`src/rtl/temp_sense_sequencer.sv`:
```
// temp_sense_sequencer: powers the sensor, settles, drops the first sample, averages, raises alarms, watchdogs
module temp_sense_sequencer #(
    parameter int SETTLE_CYCLES  = 64,
    parameter int AVG_LOG2       = 2,
    parameter int PERIOD_CYCLES  = 4096,
    parameter int TIMEOUT_CYCLES = 8192,
    parameter int TEMP_W         = 9
) (
    input  logic              clk,
    input  logic              reset_n,
    input  logic              meas_req,
    output logic              meas_ack,
    input  logic              periodic_en,
    output logic              sensor_en,
    input  logic              sample_valid,
    input  logic [TEMP_W-1:0] sample_temp,
    input  logic [TEMP_W-1:0] hi_thresh,
    input  logic [TEMP_W-1:0] lo_thresh,
    output logic [TEMP_W-1:0] temp_avg,
    output logic              temp_valid,
    output logic              alarm_hi,
    output logic              alarm_lo,
    output logic              busy,
    output logic              timeout_err,
    input  logic              clear_err
);
    localparam int ACC_W   = TEMP_W + AVG_LOG2;
    localparam int CNT_MAX = (SETTLE_CYCLES > TIMEOUT_CYCLES) ? SETTLE_CYCLES : TIMEOUT_CYCLES;
    localparam int CNT_W   = $clog2(CNT_MAX + 1);
    localparam int PER_W   = $clog2(PERIOD_CYCLES);
    localparam int NS_W    = AVG_LOG2 + 1;

    typedef enum logic [1:0] {IDLE, SETTLE, DISCARD, ACCUM} state_t;

    state_t                  state_q, state_d;
    logic [PER_W-1:0]        per_q, per_d;
    logic [CNT_W-1:0]        cnt_q, cnt_d;
    logic signed [ACC_W-1:0] acc_q, acc_d, sum;
    logic [NS_W-1:0]         nsamp_q, nsamp_d;
    logic                    req_pend_q, req_pend_d, tick_pend_q, tick_pend_d;
    logic                    req_owned_q, req_owned_d;
    logic [TEMP_W-1:0]       temp_avg_q, temp_avg_d, avg;
    logic                    temp_valid_q, temp_valid_d, meas_ack_q, meas_ack_d;
    logic                    alarm_hi_q, alarm_hi_d, alarm_lo_q, alarm_lo_d;
    logic                    err_q, err_d;
    logic                    tick;

    // Sum fits in TEMP_W+AVG_LOG2 bits; arithmetic shift floors toward minus infinity
    assign sum = acc_q + ACC_W'($signed(sample_temp));
    assign avg = TEMP_W'(sum >>> AVG_LOG2);

    // Free-running periodic trigger, held at zero while disabled
    always_comb begin
        tick  = periodic_en && (per_q == PER_W'(PERIOD_CYCLES - 1));
        per_d = (!periodic_en || tick) ? '0 : per_q + PER_W'(1);
    end

    // Sequencer: cnt_q is the settle timer in SETTLE and the watchdog in DISCARD/ACCUM
    always_comb begin
        state_d      = state_q;
        cnt_d        = cnt_q + CNT_W'(1);
        acc_d        = acc_q;
        nsamp_d      = nsamp_q;
        req_pend_d   = req_pend_q | meas_req;
        tick_pend_d  = tick_pend_q | tick;
        req_owned_d  = req_owned_q;
        temp_avg_d   = temp_avg_q;
        alarm_hi_d   = alarm_hi_q;
        alarm_lo_d   = alarm_lo_q;
        temp_valid_d = 1'b0;
        meas_ack_d   = 1'b0;
        err_d        = clear_err ? 1'b0 : err_q;
        case (state_q)
            IDLE: begin
                cnt_d   = '0;
                acc_d   = '0;
                nsamp_d = '0;
                if (req_pend_d || tick_pend_d) begin
                    state_d     = SETTLE;
                    req_owned_d = req_pend_d;
                    req_pend_d  = 1'b0;
                    tick_pend_d = 1'b0;
                end
            end
            SETTLE: begin
                if (cnt_q == CNT_W'(SETTLE_CYCLES - 1)) begin
                    state_d = DISCARD;
                    cnt_d   = '0;
                end
            end
            DISCARD, ACCUM: begin
                if (sample_valid) begin
                    cnt_d = CNT_W'(1);
                    if (state_q == DISCARD) begin
                        state_d = ACCUM;
                        cnt_d   = '0;
                    end else begin
                        acc_d   = sum;
                        nsamp_d = nsamp_q + NS_W'(1);
                        if (nsamp_q == NS_W'((1 << AVG_LOG2) - 1)) begin
                            state_d      = IDLE;
                            temp_avg_d   = avg;
                            alarm_hi_d   = $signed(avg) >= $signed(hi_thresh);
                            alarm_lo_d   = $signed(avg) <= $signed(lo_thresh);
                            temp_valid_d = 1'b1;
                            meas_ack_d   = req_owned_q;
                        end
                    end
                end else if (cnt_q == CNT_W'(TIMEOUT_CYCLES - 1)) begin
                    state_d    = IDLE;
                    err_d      = 1'b1;
                    meas_ack_d = req_owned_q;
                end
            end
        endcase
    end

    // State and output registers with synchronous active-low reset
    always_ff @(posedge clk) begin
        if (!reset_n) begin
            state_q      <= IDLE;
            per_q        <= '0;
            cnt_q        <= '0;
            acc_q        <= '0;
            nsamp_q      <= '0;
            req_pend_q   <= 1'b0;
            tick_pend_q  <= 1'b0;
            req_owned_q  <= 1'b0;
            temp_avg_q   <= '0;
            temp_valid_q <= 1'b0;
            meas_ack_q   <= 1'b0;
            alarm_hi_q   <= 1'b0;
            alarm_lo_q   <= 1'b0;
            err_q        <= 1'b0;
        end else begin
            state_q      <= state_d;
            per_q        <= per_d;
            cnt_q        <= cnt_d;
            acc_q        <= acc_d;
            nsamp_q      <= nsamp_d;
            req_pend_q   <= req_pend_d;
            tick_pend_q  <= tick_pend_d;
            req_owned_q  <= req_owned_d;
            temp_avg_q   <= temp_avg_d;
            temp_valid_q <= temp_valid_d;
            meas_ack_q   <= meas_ack_d;
            alarm_hi_q   <= alarm_hi_d;
            alarm_lo_q   <= alarm_lo_d;
            err_q        <= err_d;
        end
    end

    assign busy        = state_q != IDLE;
    assign sensor_en   = busy;
    assign temp_avg    = temp_avg_q;
    assign temp_valid  = temp_valid_q;
    assign meas_ack    = meas_ack_q;
    assign alarm_hi    = alarm_hi_q;
    assign alarm_lo    = alarm_lo_q;
    assign timeout_err = err_q;
endmodule

```
`config.mk`:
```
export PLATFORM = sky130hd
export DESIGN_NAME = temp_sense_sequencer
export DESIGN_NICKNAME = d
export VERILOG_FILES = /design/src/rtl/temp_sense_sequencer.sv
export SDC_FILE = /design/constraint.sdc
export NUM_CORES = 1
export LEC_CHECK = 0
export CAP_MARGIN = 20
export CORE_UTILIZATION = 54
export CTS_CLUSTER_SIZE = 14
export DETAILED_ROUTE_END_ITERATION = 8
export GPL_ROUTABILITY_DRIVEN = 0
export PLACE_DENSITY = 0.76
export SETUP_SLACK_MARGIN = 0.15
export SKIP_CTS_REPAIR_TIMING = 1
export SYNTH_ARGS = -nofsm -noshare
export SYNTH_HDL_FRONTEND = slang
export SYNTH_SLANG_ARGS = --single-unit
```
`constraint.sdc`:
```
create_clock -name clk -period 4.7 [get_ports clk]
set_clock_uncertainty 0.2 [all_clocks]
set_input_delay 0.47 -clock clk [delete_from_list [all_inputs] [get_ports clk]]
set_output_delay 0.47 -clock clk [all_outputs]
set_load 0.03 [all_outputs]
```
==> flow_metrics.env <==
export IMPL_ys_types=53
export IMPL_multi_input_area_mm2=0.001978
export IMPL_cts_tree="done"
export IMPL_clock_power_share_pct=30.8
export IMPL_cp_arrival_ns=3.98
export IMPL_rsz0062_at_grt="no"
export IMPL_syn_num_nets=463
export IMPL_worstSetupPathType="input port to flop"
export IMPL_avgRoutedWirePerCell_um=14.11
export IMPL_dieArea_mm2=0.006481
export IMPL_slowest_delay_ns=0.46
export IMPL_fin_tns_setup_ns=0
export IMPL_finalHoldViolations=0
export IMPL_cp_top_family="compound AO/OA/AOI/OAI gates"
export IMPL_crit_chain="clkdlybuf4s50_1 > ha_1 > fa_1 > a21o_2 > a221o_2 > o31a_2 > nor2_1 > xor2_1 > inv_1 > ha_1 > a21oi_1 > o21ai_0 > a2111oi_0 > o41ai_1"
export IMPL_max_slew_margin_pct=40.11
export IMPL_antenna_found_initial=0
export IMPL_start_util_pct=56.21
export IMPL_ioPinCount=49
export IMPL_drc=0
export IMPL_fin_crit_ns=3.987
export IMPL_syn_to_final_growth_pct=21.84
export IMPL_synthArstFlopShare_pct=0
export IMPL_fin_nets=511
export IMPL_outcome="finished clean"
export IMPL_r2r_cells=13
export IMPL_crit_path_end="alarm_hi"
export IMPL_peakVddDrop_mv=0.2287
export IMPL_hpwl_um=5453
export IMPL_seq_area_mm2=0.001181
export IMPL_drive_gt1_share_pct=5.631
export IMPL_p_sw_mw=0.5132
export IMPL_finalCritPeriodShare_pct=84.84
export IMPL_clock_tree_buffer_depth=2
export IMPL_numPortBuffers=48
export IMPL_row_count=28
export IMPL_die_width_um=80.51
export IMPL_grt_pass1_wl_um=12250
export IMPL_hold_slack_ns=0.2402
export IMPL_via_count=2901
export IMPL_syn_area_mm2=0.003328
export IMPL_critPathLaunchType="input port"
export IMPL_cts_buffers_inserted=9
export IMPL_clk_latency_ns=0.33
export IMPL_cts_num_sinks=59
export IMPL_cts_root_buf="clkbuf_8"
export IMPL_gr_total_overflow=0
export IMPL_ant_nets=0
export IMPL_clock_fmax_mhz=250.8
export IMPL_htree_levels=3
export IMPL_cp_slowest_cell="a2111oi_0"
export IMPL_synth_edff_count=0
export IMPL_path_clk_slew_ns=0.07
export IMPL_grt_usage_pct=24.83
export IMPL_hp_class="flop to flop"
export IMPL_path_max_fanout=3
export IMPL_setup_ws_ns=0.7127
export IMPL_place_ws_ns=0.3763
export IMPL_layoutNonFillerInstCount=519
export IMPL_drv_cap=0
export IMPL_cp_required_ns=4.69
export IMPL_synth_flop_cell="dfxtp_1"
export IMPL_leakage_nw=1.693
export IMPL_r2r_setup_slack_ns=0.95
export IMPL_p_per_area_mw_per_mm2=371.5
export IMPL_switching_share_pct=34.06
export IMPL_viasPerCell=5.590
export IMPL_first_global_vias=2769
export IMPL_ys_seq_area_share_pct=35.49
export IMPL_timing_worst_slew_pin_value_ns=0.8950
export IMPL_endpoint_kind="flop"
export IMPL_crit_cells=14
export IMPL_die_y_um=80.51
export IMPL_seqPwrFrac_pct=36.5
export IMPL_intPower_mw=0.9934
export IMPL_cpMostUsedCell="ha_1"
export IMPL_crit_buf_inv=2
export IMPL_coreArea_mm2=0.005921
export IMPL_drt_initial_drc_count=130
export IMPL_numPlacedInstances=504
export IMPL_n_antenna_cell=0
export IMPL_grt_max_degree=24
export IMPL_drt_total_wl_um=7324
export IMPL_worst_r2r_endpoint="alarm_hi"
export IMPL_syn_avg_cell_area_um2=8.490
export IMPL_hold_start="req_owned_q"
export IMPL_syn_inst=392
export IMPL_dr_pass1_iters=4
export IMPL_maxSlewViolCount=0
export IMPL_ys_seq_elements=59
export IMPL_r2r_start="acc_q[0]"
export IMPL_critPathLaunch="sample_temp[0]"
export IMPL_p_comb_share_pct=32.7
export IMPL_ys_warnings_count=0
export IMPL_fillCellCount=524
export IMPL_final_setup_viol_count=0
stage by stage:
| step | power, mW | utilization, % | instance area [µm²] |
|---|---|---|---|
| CTS | 1.510 | 68.49 | 4055 |
| global placement | 1.032 | 65.22 | 3861 |
| global route | 1.598 | 68.49 | 4055 |
| finish | 1.507 | 68.49 | 4055 |
| floorplan | 0.9111 | - | 3328 |
| detailed placement | 1.046 | 65.22 | 3861 |
metal layers:
layer | share of wire, % | routed length (µm) | track usage [%]
met4 | 2.5 | 185 | 11.43
met5 | 0 | 0 | 0
met1 | 45 | 3269 | 28.63
met3 | 5.1 | 371 | 7.500
met2 | 48 | 3497 | 41.78
final cells by class:
type	count	area share [%]
multi-input combinational	290	48.78
inverter	30	2.777
clock buffer	13	3.919
clock inverter	2	0.8639
sequential	59	29.13
timing repair buffer	50	12.22
tap	75	2.314
state kept, by name (all words and copies together), names as in the netlist:
| signal | count |
|---|---|
| acc_q | 11 |
| alarm_hi | 1 |
| alarm_lo | 1 |
| cnt_q | 14 |
| meas_ack | 1 |
| nsamp_q | 3 |
| per_q | 12 |
| req_owned_q | 1 |
| req_pend_q | 1 |
| state_q | 2 |
| temp_avg | 9 |
| temp_valid | 1 |
| tick_pend_q | 1 |
| timeout_err | 1 |
cell families (layout without fill, tap and decap cells):
| kind of cell | Yosys count | count (layout) | share of synthesized area [%] |
|---|---|---|---|
| muxes | 1 | 1 | 0.3008 |
| and+or+nand+nor | 148 | 148 | 21.35 |
| buffers and inverters | 43 | 95 | 5.075 |
| AOI/OAI and AO/OA | 71 | 71 | 14.62 |
| adders and majority gates | 38 | 38 | 14.51 |
| xor gates and xnor gates | 32 | 32 | 8.647 |
| DFF | 59 | 59 | 35.49 |
how the worst min path moves through the flow:
stage | cells after the start | to
6_report | 2 | meas_ack
2_1_floorplan | 2 | meas_ack
3_3_place_gp | 2 | meas_ack
3_5_place_dp | 2 | meas_ack
5_1_grt | 1 | per_q[0]
4_1_cts | 2 | meas_ack
cell usage in the layout (no fill, tap or decap), drive strengths merged, types with 6 or more instances in the layout:
cell,netlist,layout
dfxtp,59,59
nor2,53,53
clkdlybuf4s50,0,48
ha,37,37
inv,30,30
nand3,26,26
nand2,23,23
a21oi,18,18
xnor2,17,17
xor2,15,15
o21ai,14,14
clkbuf,8,13
and3,8,8
nor3,7,7
nor2b,7,7
a22oi,7,7
nand4,6,6
worst reg2reg max path, cell delays in order, from the launching register on:
cell	delay, ns
dfxtp_1	0.32
ha_1	0.20
fa_1	0.41
a21o_2	0.24
a221o_2	0.37
o31a_2	0.29
nor2_1	0.11
xor2_1	0.22
inv_1	0.10
ha_1	0.32
a21oi_1	0.14
o21ai_0	0.09
a2111oi_0	0.46
o41ai_1	0.13
power by group through the flow:
stage | logic, mW | registers (mW) | clock network [mW]
global placement | 0.472 | 0.560 | 0
CTS | 0.491 | 0.550 | 0.468
floorplan | 0.356 | 0.555 | 0
global route | 0.551 | 0.554 | 0.493
finish | 0.493 | 0.550 | 0.464
detailed placement | 0.485 | 0.561 | 0
Yosys cell counts, drive strengths merged, types with 2 or more instances:
cell type / number / share of area [%]
nand3: 26 / 3.9
xnor2: 17 / 4.5
clkbuf: 8 / 0.90
a211o: 2 / 0.53
and4: 4 / 1.1
ha: 37 / 14
a21o: 5 / 1.2
a22oi: 7 / 1.6
a31oi: 3 / 0.56
nor2b: 7 / 1.3
and3: 8 / 1.5
and2: 3 / 0.56
xor2: 15 / 4.2
nor2: 53 / 6.0
nor4: 2 / 0.38
nand2: 23 / 2.6
a211oi: 3 / 0.68
o21a: 2 / 0.45
buf: 5 / 0.79
a311o: 2 / 0.60
nand4: 6 / 1.1
a21oi: 18 / 2.7
inv: 30 / 3.4
nor3: 7 / 1.1
o221ai: 2 / 0.71
nand2b: 3 / 0.56
o21bai: 2 / 0.45
or2: 2 / 0.38
dfxtp: 59 / 35
o21ai: 14 / 2.1
or3: 2 / 0.38
Note: power is estimated with default switching activity, not from simulation.
